--- src/rtl/i2s_tdm_tx.sv ---
// Parametrised I2S / left-justified / TDM serialiser with its own bit clock.
// Whole frames arrive through a one-entry holding buffer; a missing frame produces silence.
module i2s_tdm_tx #(
    parameter int unsigned AUDIO_DW = 8,
    parameter int unsigned SLOT_DW  = 16,
    parameter int unsigned NUM_CH   = 2,
    parameter int unsigned CLK_DIV  = 8
) (
    input  logic                       clk_i,
    input  logic                       rst_i,
    input  logic                       en_i,
    input  logic [1:0]                 mode_i,
    input  logic [NUM_CH*AUDIO_DW-1:0] frame_data_i,
    input  logic                       frame_valid_i,
    output logic                       frame_ready_o,
    input  logic                       underrun_clr_i,
    output logic                       sck_o,
    output logic                       ws_o,
    output logic                       sd_o,
    output logic                       frame_start_o,
    output logic                       underrun_o
);

    localparam int unsigned FW = NUM_CH * AUDIO_DW;
    localparam int unsigned DW = $clog2(CLK_DIV);
    localparam int unsigned PW = (SLOT_DW > 1) ? $clog2(SLOT_DW) : 1;
    localparam int unsigned CW = $clog2(NUM_CH);

    typedef enum logic [1:0] {
        ModeI2s  = 2'b00,
        ModeLj   = 2'b01,
        ModeTdm  = 2'b10,
        ModeRsvd = 2'b11
    } mode_e;

    logic [DW-1:0] dcnt_q, dcnt_d;
    logic [PW-1:0] pos_q, pos_d;
    logic [CW-1:0] slot_q, slot_d;
    logic [FW-1:0] hold_q, hold_d;
    logic [FW-1:0] active_q, active_d;
    mode_e         mode_q, mode_d;
    logic          ready_q, ready_d;
    logic          sck_q, sck_d;
    logic          ws_q, ws_d;
    logic          sd_q, sd_d;
    logic          fs_q, fs_d;
    logic          ur_q, ur_d;

    logic                tick, boundary, ur_set, pos_last, slot_last, sd_bit;
    logic [CW-1:0]       slot_nx;
    logic [AUDIO_DW-1:0] word;

    always_comb begin
        dcnt_d    = dcnt_q;
        pos_d     = pos_q;
        slot_d    = slot_q;
        hold_d    = hold_q;
        active_d  = active_q;
        mode_d    = mode_q;
        ready_d   = ready_q;
        ws_d      = ws_q;
        sd_d      = sd_q;
        fs_d      = 1'b0;
        ur_set    = 1'b0;
        word      = '0;
        sd_bit    = 1'b0;
        tick      = en_i && (dcnt_q == '0);
        boundary  = tick && (slot_q == '0) && (pos_q == '0);
        pos_last  = (pos_q == PW'(SLOT_DW - 1));
        slot_last = (slot_q == CW'(NUM_CH - 1));
        slot_nx   = pos_last ? (slot_last ? '0 : slot_q + 1'b1) : slot_q;

        sck_d = en_i && (dcnt_q >= DW'(CLK_DIV / 2));
        if (!en_i || dcnt_q == DW'(CLK_DIV - 1)) begin
            dcnt_d = '0;
        end else begin
            dcnt_d = dcnt_q + 1'b1;
        end

        // Frame boundary: refill the active frame from holding, bypass, or silence.
        if (boundary) begin
            mode_d = mode_e'(mode_i);
            fs_d   = 1'b1;
            if (!ready_q) begin
                active_d = hold_q;
                ready_d  = 1'b1;
            end else if (frame_valid_i) begin
                active_d = frame_data_i;
            end else begin
                active_d = '0;
                ur_set   = 1'b1;
            end
        end else if (frame_valid_i && ready_q) begin
            hold_d  = frame_data_i;
            ready_d = 1'b0;
        end

        for (int k = 0; k < int'(NUM_CH); k++) begin
            if (slot_q == CW'(k)) word = active_d[k*AUDIO_DW +: AUDIO_DW];
        end
        // Positions at or beyond AUDIO_DW match no bit and yield padding zeros.
        for (int i = 0; i < int'(AUDIO_DW); i++) begin
            if (int'(pos_q) == int'(AUDIO_DW) - 1 - i) sd_bit = word[i];
        end

        if (!en_i) begin
            pos_d    = '0;
            slot_d   = '0;
            active_d = '0;
            ws_d     = 1'b0;
            sd_d     = 1'b0;
        end else if (tick) begin
            sd_d = sd_bit;
            unique case (mode_d)
                ModeLj:  ws_d = int'(slot_q) >= int'(NUM_CH / 2);
                ModeTdm: ws_d = pos_last && slot_last;
                default: ws_d = int'(slot_nx) >= int'(NUM_CH / 2);
            endcase
            pos_d  = pos_last ? '0 : pos_q + 1'b1;
            slot_d = slot_nx;
        end

        ur_d = ur_set | (ur_q & ~underrun_clr_i);
    end

    always_ff @(posedge clk_i) begin
        if (rst_i) begin
            dcnt_q   <= '0;
            pos_q    <= '0;
            slot_q   <= '0;
            hold_q   <= '0;
            active_q <= '0;
            mode_q   <= ModeI2s;
            ready_q  <= 1'b1;
            sck_q    <= 1'b0;
            ws_q     <= 1'b0;
            sd_q     <= 1'b0;
            fs_q     <= 1'b0;
            ur_q     <= 1'b0;
        end else begin
            dcnt_q   <= dcnt_d;
            pos_q    <= pos_d;
            slot_q   <= slot_d;
            hold_q   <= hold_d;
            active_q <= active_d;
            mode_q   <= mode_d;
            ready_q  <= ready_d;
            sck_q    <= sck_d;
            ws_q     <= ws_d;
            sd_q     <= sd_d;
            fs_q     <= fs_d;
            ur_q     <= ur_d;
        end
    end

    assign frame_ready_o = ready_q;
    assign sck_o         = sck_q;
    assign ws_o          = ws_q;
    assign sd_o          = sd_q;
    assign frame_start_o = fs_q;
    assign underrun_o    = ur_q;

endmodule

--- config.mk ---
export PLATFORM = sky130hd
export DESIGN_NAME = i2s_tdm_tx
export DESIGN_NICKNAME = d
export VERILOG_FILES = /design/src/rtl/i2s_tdm_tx.sv
export SDC_FILE = /design/constraint.sdc
export NUM_CORES = 1
export LEC_CHECK = 0
export CAP_MARGIN = 20
export CORE_MARGIN = 2
export CORE_UTILIZATION = 41
export DETAILED_ROUTE_END_ITERATION = 10
export HOLD_SLACK_MARGIN = 0.06
export SLEW_MARGIN = 10
export SYNTH_ARGS = -nofsm -noshare
export SYNTH_HDL_FRONTEND = slang
export SYNTH_SLANG_ARGS = --single-unit
--- constraint.sdc ---
create_clock -name clk_i -period 2.7 [get_ports clk_i]
set_input_delay 0.54 -clock clk_i [delete_from_list [all_inputs] [get_ports clk_i]]
set_output_delay 0.54 -clock clk_i [all_outputs]
set_load 0.01 [all_outputs]
---- After elaboration in Yosys (flattened, before gate mapping) ----
Index checks and enable logic that the tools add are counted.
storage, ports and cells
  flip-flop bits (word level) ............. 48
  output and inout bits ................... 6
  word-level logic and storage cells ...... 71
operators by class
  add/subtract/negate cells ............... 3
  $lt $le $gt $ge ......................... 3
  eq/ne operators ......................... 11
  muxes and demuxes ....................... 21
  bitwise logic cells ..................... 6
  reduce and logical (&&, ||, !) cells .... 15
operators by type and width
  operator                                                          number
  16-bit two-way mux                                                3
  4-bit == test (second input constant)                             5
  1-bit two-way mux                                                 14
  4-bit by 3-bit == test with 1-bit output (second input constant)  2
  4-bit zero test                                                   2
  8-bit two-way mux                                                 1
  1-bit logical AND                                                 6
  2-bit OR reduction                                                3
  4-bit by 1-bit adder with 4-bit output (second input constant)    1
  4-bit by 2-bit == test with 1-bit output (second input constant)  1
  4-bit two-way mux                                                 1
  1-bit NOT                                                         4
  3-bit by 1-bit adder with 3-bit output (second input constant)    1
  3-bit == test (second input constant)                             1
  3-bit >= comparator (second input constant)                       1
  3-bit zero test                                                   1
  2-bit by 1-bit == test with 1-bit output (second input constant)  1
  2-bit == test (second input constant)                             1
  1-bit >= comparator (second input constant)                       2
  2-bit two-way mux                                                 1
  1-bit one-hot mux with 2 select lines                             1
  2-bit AND reduction                                               1
  1-bit adder (second input constant)                               1
  1-bit AND                                                         1
  3 further kinds                                                   3

---- Logic depth before layout (Yosys ltp) ----
Gate-level depths: netlist of run 1.
  word-level depth ........................ 14
  depth in mapped cells ................... 13
  gate-level depth less buffers ........... 12

---- Worst setup path after synthesis of run 1 ----
OpenSTA, ideal clock, no wires.
  kind .................................... reg-to-reg
  from .................................... register pos_q[0]
  to ...................................... register ws_q (netlist: ws_o)
  data arrival time ....................... 2.148 ns
  path slack .............................. 0.481 ns
  stages on the path, launching flop included .. 12
  period minus slack after synthesis ...... 2.219 ns
  cells stage by stage .................... dfxtp_1 -> inv_1 -> ha_1 -> nor3b_4 -> nand2_2 -> nor2_8 -> mux2i_1 -> inv_1 -> ha_1 -> o21ai_0 -> nand2_1 -> a21oi_1
between the ends
  cells in the longest elaborated chain, start to end .. 5
ends and longest elaborated chain
  what                                                                       RTL line  source
  start: declaration                                                         37        logic [PW-1:0] pos_q, pos_d;
  start signal: assignment                                                   142       pos_q <= pos_d;
  4-bit zero test *                                                          68        boundary = tick && (slot_q == '0) && (pos_q == '0);
  1-bit logical AND *                                                        68
  2-bit two-way mux *                                                        81        if (boundary) begin
  named net mode_d[1]                                                        41        mode_e mode_q, mode_d;
  2-bit == test or 2-bit by 1-bit == test with 1-bit output (tied branches)  114       unique case (mode_d)
  1-bit one-hot mux with 2 select lines *                                    114
  end signal: assignment                                                     149       ws_q <= ws_d;
  end: declaration                                                           44        logic ws_q, ws_d;
Mark *: on every way through the listed nets, which the timed path passes. The rest lies on a longest branch.
A chain may end at the register's enable or synchronous reset.

---- Worst setup path after layout of run 1 ----
  from .................................... register pos_q[1]
  to ...................................... register ws_q (netlist: ws_o)
Same word-level chain as after synthesis.

==> results.py, run 1 <==
metrics = {
    "status": {
        "run_status": "completed",
    },
    "sta": {
        "finalHoldViolations": 0,
        "slew_violations": 0,
        "fmax_ghz": 0.4208,
        "setup_viol": 0,
        "skew_ns": 0.007898,
        "slew_headroom_pct": 54.08,
        "fin_crit_sh_pct": 88.01,
        "min_period_ns": 2.376,
        "tns_ns": 0,
        "worst_pin_slew_ns": 0.6889,
        "rsz0062_at_grt": "false",
        "fin_ws_ns": 0.3238,
    },
    "pwr": {
        "irDropWorstVdd_mv": 0.2749,
        "total_leakage_power_nw": 1.072,
        "p_per_area_mw_per_mm2": 532.1,
    },
    "placement": {
        "dpl.hpwl_mm": 3.506,
        "place.port_buffers": 28,
        "globalplace.congestion": 0.8491,
        "dp_slack_ns": 0.01085,
    },
    "detailed_routing": {
        "dr.pass1.iters": 4,
        "wirelength_mm": 4.935,
        "routedWlPerCell_microns": 13.41,
        "drt_iter0_markers": 78,
        "drcViolationCount": 0,
        "num_vias": 1872,
        "ant_nets": 0,
        "via_per_inst": 5.087,
    },
    "setup_path": {
        "crit_chain": "inv_1, ha_1, nor3b_4, nand2_2, nor2_8, mux2i_1, inv_1, ha_1, o21ai_0, nand2_1, a21oi_1",
        "end_kind": "register",
        "cp_data_arrival_time_ns": 2.60,
        "start_kind": "register",
        "crit_required_ns": 2.93,
        "max_stage_delay_ns": 0.37,
        "crit_slowest_cell": "dfxtp_1",
        "cp_max_fo": 9,
        "worstSetupPathType": "reg -> reg",
    },
    "clock_network": {
        "clock_path_buffers": 2,
        "cts_root_buf": "clkbuf_8",
        "h-tree-depth": 2,
        "clkLatencyLatePin_ns": 0.31,
        "clkSinkCount": 47,
        "clk_pin_slew_ns": 0.09,
        "cts_tree": "yes",
        "cts_buffers": 5,
    },
    "logic_synthesis": {
        "async_reset_ff_share_pct": 0,
        "synth_ff_type": "dfxtp_1",
        "synth_fp_nets": 302,
        "avgSynthCellArea_sq_um": 8.875,
        "ys_ff_latch": 47,
        "synth_edf_count": 0,
        "ys_seq_area_share_pct": 39.41,
        "synth_cell_types": 47,
        "yosys_warnings": 0,
        "syn-cell-area_sq_mm": 0.002387,
        "synthCells": 269,
    },
    "min_path": {
        "hp-class": "reg -> reg",
    },
    "finish": {
        "drive_above_1_share_pct": 9.459,
        "multiInputGateArea_sq_mm": 0.001294,
        "antenna_cells": 0,
        "nNetsFinal": 328,
        "final-seq-area_sq_um": 940.9,
        "n_fill_cell": 568,
        "syn_to_final_growth_pct": 18.92,
    },
    "global_route": {
        "grt_pass1_vias": 1836,
        "grt_util_all_layers_pct": 17.05,
        "antenna_found_initial": 0,
        "grt_max_degree": 29,
        "grt_pass1_wl_mm": 8.576,
        "gr-total-overflow": 0,
    },
    "floorplanning": {
        "num_io_pins": 29,
        "die_area_sq_mm": 0.006449,
        "fp.dieW_microns": 80.31,
        "core_area_sq_mm": 0.005574,
        "start_util_pct": 42.83,
        "rows": 27,
        "die_h_microns": 80.31,
    },
    "run": {
        "cap_violations": 0,
    },
}
## layout by cell type (no fill, tap or decap), drive strengths merged, types with 2 or more instances in the layout
cell type,n
o21ai,5
clkdlybuf4s50,28
nor2,44
nor3,5
a311oi,12
ha,10
mux2i,20
and2,2
dfxtp,47
clkinv,2
nand2,15
nand3,16
and2b,2
inv,9
nand2b,12
a31oi,4
and3b,2
a21oi,9
nor3b,3
clkbuf,5
and4b,2
nor2b,10
a211oi,6
buf,10
## path summary, 6_finish.rpt
kind | start | endpoint | slack (ns) | cells after the start
setup / recovery | pos_q[1]$_SDFFE_PP0N_ | ws_o$_SDFFE_PP0N_ | 0.32 | 11
hold / removal | dcnt_q[0]$_SDFF_PP0_ | dcnt_q[0]$_SDFF_PP0_ | 0.46 | 1
setup reg to reg | pos_q[1]$_SDFFE_PP0N_ | ws_o$_SDFFE_PP0N_ | 0.32 | 11
hold reg to reg | dcnt_q[0]$_SDFF_PP0_ | dcnt_q[0]$_SDFF_PP0_ | 0.46 | 1
## synthesized netlist by cell type, types with 2 or more instances
| library cell | count | share of area (%) |
|---|---|---|
| a211oi_1 | 6 | 1.9 |
| mux2i_1 | 20 | 8.4 |
| a21oi_1 | 9 | 1.9 |
| a311oi_1 | 12 | 4.4 |
| dfxtp_1 | 47 | 39 |
| nor2_1 | 42 | 6.6 |
| buf_4 | 2 | 0.63 |
| nand2_1 | 14 | 2.2 |
| inv_1 | 9 | 1.4 |
| clkbuf_1 | 9 | 1.4 |
| buf_6 | 2 | 0.94 |
| nor3_1 | 5 | 1.0 |
| o21ai_0 | 5 | 1.0 |
| nor2b_1 | 10 | 2.6 |
| nand3_1 | 16 | 3.4 |
| a31oi_1 | 4 | 1.0 |
| nor3b_1 | 2 | 0.63 |
| nand2b_1 | 12 | 3.1 |
| clkbuf_8 | 2 | 1.2 |
| and3b_1 | 2 | 0.73 |
| buf_2 | 4 | 0.84 |
| ha_1 | 10 | 5.2 |
## stage by stage
| step | hold slack (ns) | cells | area [sq um] | utilization [%] | power, mW |
|---|---|---|---|---|---|
| after CTS | 0.4672 | 367 | 2831 | 50.80 | 1.526 |
| final | 0.4610 | 368 | 2839 | 50.93 | 1.511 |
| after floorplan | 0.4309 | 269 | 2387 | - | 0.9182 |
| after detailed placement | 0.4545 | 359 | 2719 | 48.78 | 1.004 |
| after global placement | 0.4478 | 359 | 2719 | 48.78 | 1.001 |
| after global routing | 0.4851 | 368 | 2839 | 50.93 | 1.586 |
## final cells by class
| cell class | count | share of cell area [%] |
|---|---|---|
| inverters | 9 | 1.190 |
| clock buffers | 5 | 2.424 |
| clock inverters | 3 | 1.543 |
| multi-input cells | 194 | 45.57 |
| well taps | 72 | 3.173 |
| flip-flops and latches | 47 | 33.14 |
| repair buffers | 38 | 12.96 |
## metal layers
metal | routed length [microns] | vias to the layer above | share of wire [%] | global-route usage [%]
met3 | 97 | 8 | 2.0 | 2.360
met5 | 0 | - | 0 | 0
met4 | 74 | 0 | 1.5 | 6.610
met2 | 2231 | 25 | 45 | 27.33
li1 | - | 995 | - | -
met1 | 2531 | 844 | 51 | 23.13
## state kept, by name, indices dropped and copies added (netlist names)
signal,flops
hold_q,16
active_q,15
pos_q,4
dcnt_q,3
mode_q,2
frame_ready_o,1
frame_start_o,1
sck_o,1
sd_o,1
slot_last,1
underrun_o,1
ws_o,1
## critical path: cells and delay by family (launching register included)
| kind | cells | cell delay [ns] |
|---|---|---|
| compound gates | 2 | 0.28 |
| fa+ha+maj | 2 | 0.50 |
| buf+inv | 2 | 0.17 |
| flops | 1 | 0.37 |
| mux | 1 | 0.30 |
| simple gates | 4 | 0.67 |
## cells by family (layout without fill, tap and decap cells)
group | after synthesis | count (layout) | share of synthesized area (%)
simple gates | 115 | 115 | 25.42
compound gates | 48 | 48 | 14.78
flops | 47 | 47 | 39.41
buf+inv | 28 | 55 | 6.394
mux | 20 | 20 | 8.386
fa+ha+maj | 10 | 10 | 5.241
xor+xnor | 1 | 1 | 0.3669
## timing repair
item | CTS | global route
setup buffers | 0 | 1
resized for setup | 0 | 0
hold buffers | 0 | 0
endpoints found under the setup margin | 0 | 1
hold endpoints to repair | 0 | 0
## report_power, final
group	switching (mW)	internal (mW)	total, mW	leakage [nW]
clock	0.248	0.276	0.524	0.0581
sequential	0.0174	0.727	0.744	0.384
combinational	0.124	0.118	0.243	0.630
No activity file was read; power rests on OpenSTA's default activity.
==> run 2: changes to the inputs <==
--- a/config.mk
+++ b/config.mk
@@ -5,6 +5,7 @@
 export SDC_FILE = /design/constraint.sdc
 export NUM_CORES = 1
 export LEC_CHECK = 0
+export ABC_CLOCK_PERIOD_IN_PS = 2700
 export CAP_MARGIN = 20
 export CORE_MARGIN = 2
 export CORE_UTILIZATION = 41
==> results of run 2 <==
Same layout as run 1: the final DEF is identical, and so are final timing and power.
==> run 3: changes to the inputs <==
--- a/config.mk
+++ b/config.mk
@@ -8,9 +8,10 @@
 export ABC_CLOCK_PERIOD_IN_PS = 2700
 export CAP_MARGIN = 20
 export CORE_MARGIN = 2
-export CORE_UTILIZATION = 41
+export CORE_UTILIZATION = 55
 export DETAILED_ROUTE_END_ITERATION = 10
 export HOLD_SLACK_MARGIN = 0.06
+export PLACE_DENSITY = 0.79
 export SLEW_MARGIN = 10
 export SYNTH_ARGS = -nofsm -noshare
 export SYNTH_HDL_FRONTEND = slang
==> run 3 against run 2 <==
Clock-buffer cell count rose by 1. Non-clock buffer count did not move. Wire length is 1.6% lower. Clock skew increased by 0.0031 ns. Total power up 5.5%. Flip-flop and latch count unchanged. Maximum frequency grew 2.4%. Critical endpoint unchanged. Largest cell class unchanged. Largest power group unchanged.
==> results.py, run 3 (synthesis results as in run 1) <==
metrics = {
    "clock_network": {
        "h-tree-depth": 2,
        "clk_pin_slew_ns": 0.09,
        "cts_buffers": 5,
        "clkSinkCount": 47,
        "cts_tree": "yes",
        "ctsHoldBuffers": 0,
        "clock_path_buffers": 2,
        "clkLatencyLatePin_ns": 0.31,
        "cts_root_buf": "clkbuf_8",
    },
    "finish": {
        "drive_above_1_share_pct": 9.122,
        "nNetsFinal": 328,
        "antenna_cells": 0,
        "syn_to_final_growth_pct": 18.61,
        "stdcell_count": 346,
        "reg.largest.list": "hold_q x16, active_q x15, pos_q x4",
        "final_common_cell": "dfxtp_1",
        "most-common-layout-cells": "dfxtp_1 (47), nor2_1 (42), clkdlybuf4s50_1 (28), mux2i_1 (20), nand3_1 (16)",
        "largest_register": "hold_q",
        "largest_reg_flops": 16,
    },
    "placement": {
        "dp.cells": 337,
        "dpl.hpwl_mm": 3.375,
        "globalplace.congestion": 0.9493,
        "dp_slack_ns": 0.03978,
        "place.port_buffers": 28,
    },
    "global_route": {
        "gr-total-overflow": 0,
        "grt_pass1_wl_mm": 8.390,
        "antenna_found_initial": 0,
        "grt_pass1_vias": 1837,
        "grt_util_all_layers_pct": 21.15,
        "grt_max_degree": 30,
    },
    "sta": {
        "fmax_ghz": 0.4310,
        "finalHoldViolations": 0,
        "timing.hold.ws_ns": 0.4626,
        "slew_headroom_pct": 39.89,
        "setup_viol": 0,
        "fin_ws_ns": 0.3797,
        "rsz0062_at_grt": "false",
        "skew_ns": 0.01102,
        "tns_ns": 0,
        "slew_violations": 0,
        "worst_pin_slew_ns": 0.9004,
        "min_period_ns": 2.320,
        "fin_crit_sh_pct": 85.94,
    },
    "pwr": {
        "irDropWorstVdd_mv": 0.4370,
        "p_per_area_mw_per_mm2": 562.7,
        "finalPower_mw": 1.593,
        "total_leakage_power_nw": 1.079,
    },
    "floorplanning": {
        "fp.dieW_microns": 69.88,
        "die_area_sq_mm": 0.004883,
        "die_h_microns": 69.88,
        "num_io_pins": 29,
        "core_area_sq_mm": 0.004086,
        "rows": 23,
        "start_util_pct": 58.42,
    },
    "setup_path": {
        "critical-path-top-delay-family": "simple AND/OR/NAND/NOR gates",
        "crit_required_ns": 2.94,
        "cp_data_arrival_time_ns": 2.56,
        "crit_chain": "inv_1, ha_1, nor3b_4, nand2_2, nor2_8, mux2i_1, inv_1, ha_1, o21ai_0, nand2_1, a21oi_1",
        "crit_buf_inv": 2,
        "start_kind": "register",
        "worstSetupPathType": "reg -> reg",
        "end_kind": "register",
        "crit_slowest_cell": "dfxtp_1",
        "max_stage_delay_ns": 0.37,
        "cp_max_fo": 6,
    },
    "run": {
        "cap_violations": 0,
    },
    "detailed_routing": {
        "routedWlPerCell_microns": 14.04,
        "drcViolationCount": 0,
        "drt_iter0_markers": 156,
        "dr.pass1.iters": 4,
        "ant_nets": 0,
        "via_per_inst": 5.566,
        "wirelength_mm": 4.857,
        "num_vias": 1926,
    },
    "status": {
        "run_status": "completed",
    },
    "min_path": {
        "hp-class": "reg -> reg",
    },
}
[run 3: cell types whose count changed in the layout (fill, tap and decap cells not counted), sizes merged]
cell and delta:
clkinv -2, clkbuf +1, bufinv +1
[run 3: path summary, 6_finish.rpt]
kind,slack (ns),cells past startpoint,endpoint,startpoint
max,0.38,11,ws_o$_SDFFE_PP0N_,pos_q[1]$_SDFFE_PP0N_
min,0.46,1,dcnt_q[0]$_SDFF_PP0_,dcnt_q[0]$_SDFF_PP0_
max reg2reg,0.38,11,ws_o$_SDFFE_PP0N_,pos_q[1]$_SDFFE_PP0N_
min reg2reg,0.46,1,dcnt_q[0]$_SDFF_PP0_,dcnt_q[0]$_SDFF_PP0_
[run 3: per-layer routing]
layer | vias up | wire length, microns | track usage (%)
li1 | 994 | - | -
met1 | 886 | 2311 | 26.90
met2 | 36 | 2292 | 35.13
met3 | 10 | 155 | 5.051
met4 | 0 | 97 | 7.265
met5 | - | 0 | 0
[run 3: per-stage QoR]
| stage | util, % | area, sq um |
|---|---|---|
| 2_1_floorplan | - | 2387 |
| 3_3_place_gp | 65.86 | 2691 |
| 3_5_place_dp | 65.86 | 2691 |
| 4_1_cts | 69.11 | 2824 |
| 5_1_grt | 69.29 | 2831 |
| 6_report | 69.29 | 2831 |
[run 3: timing repair]
item | CTS | global route
setup endpoints to repair | 0 | 1
gates resized for setup | 0 | 0
hold endpoints to repair | 0 | 0
buffers inserted | 0 | 1
[run 3: power by group]
part           switching, mW  internal [mW]
Clock                  0.235          0.370
Sequential            0.0177          0.727
Combinational          0.125          0.120
[run 3: layout make-up]
cell class	instances	area, sq um
multi-input cells	194	1294
clock buffers	6	72.57
well taps	50	62.56
repair buffers	38	367.9
inverters	9	33.78
flip-flops and latches	47	940.9
clock inverters	2	60.06
fillers	333	1255
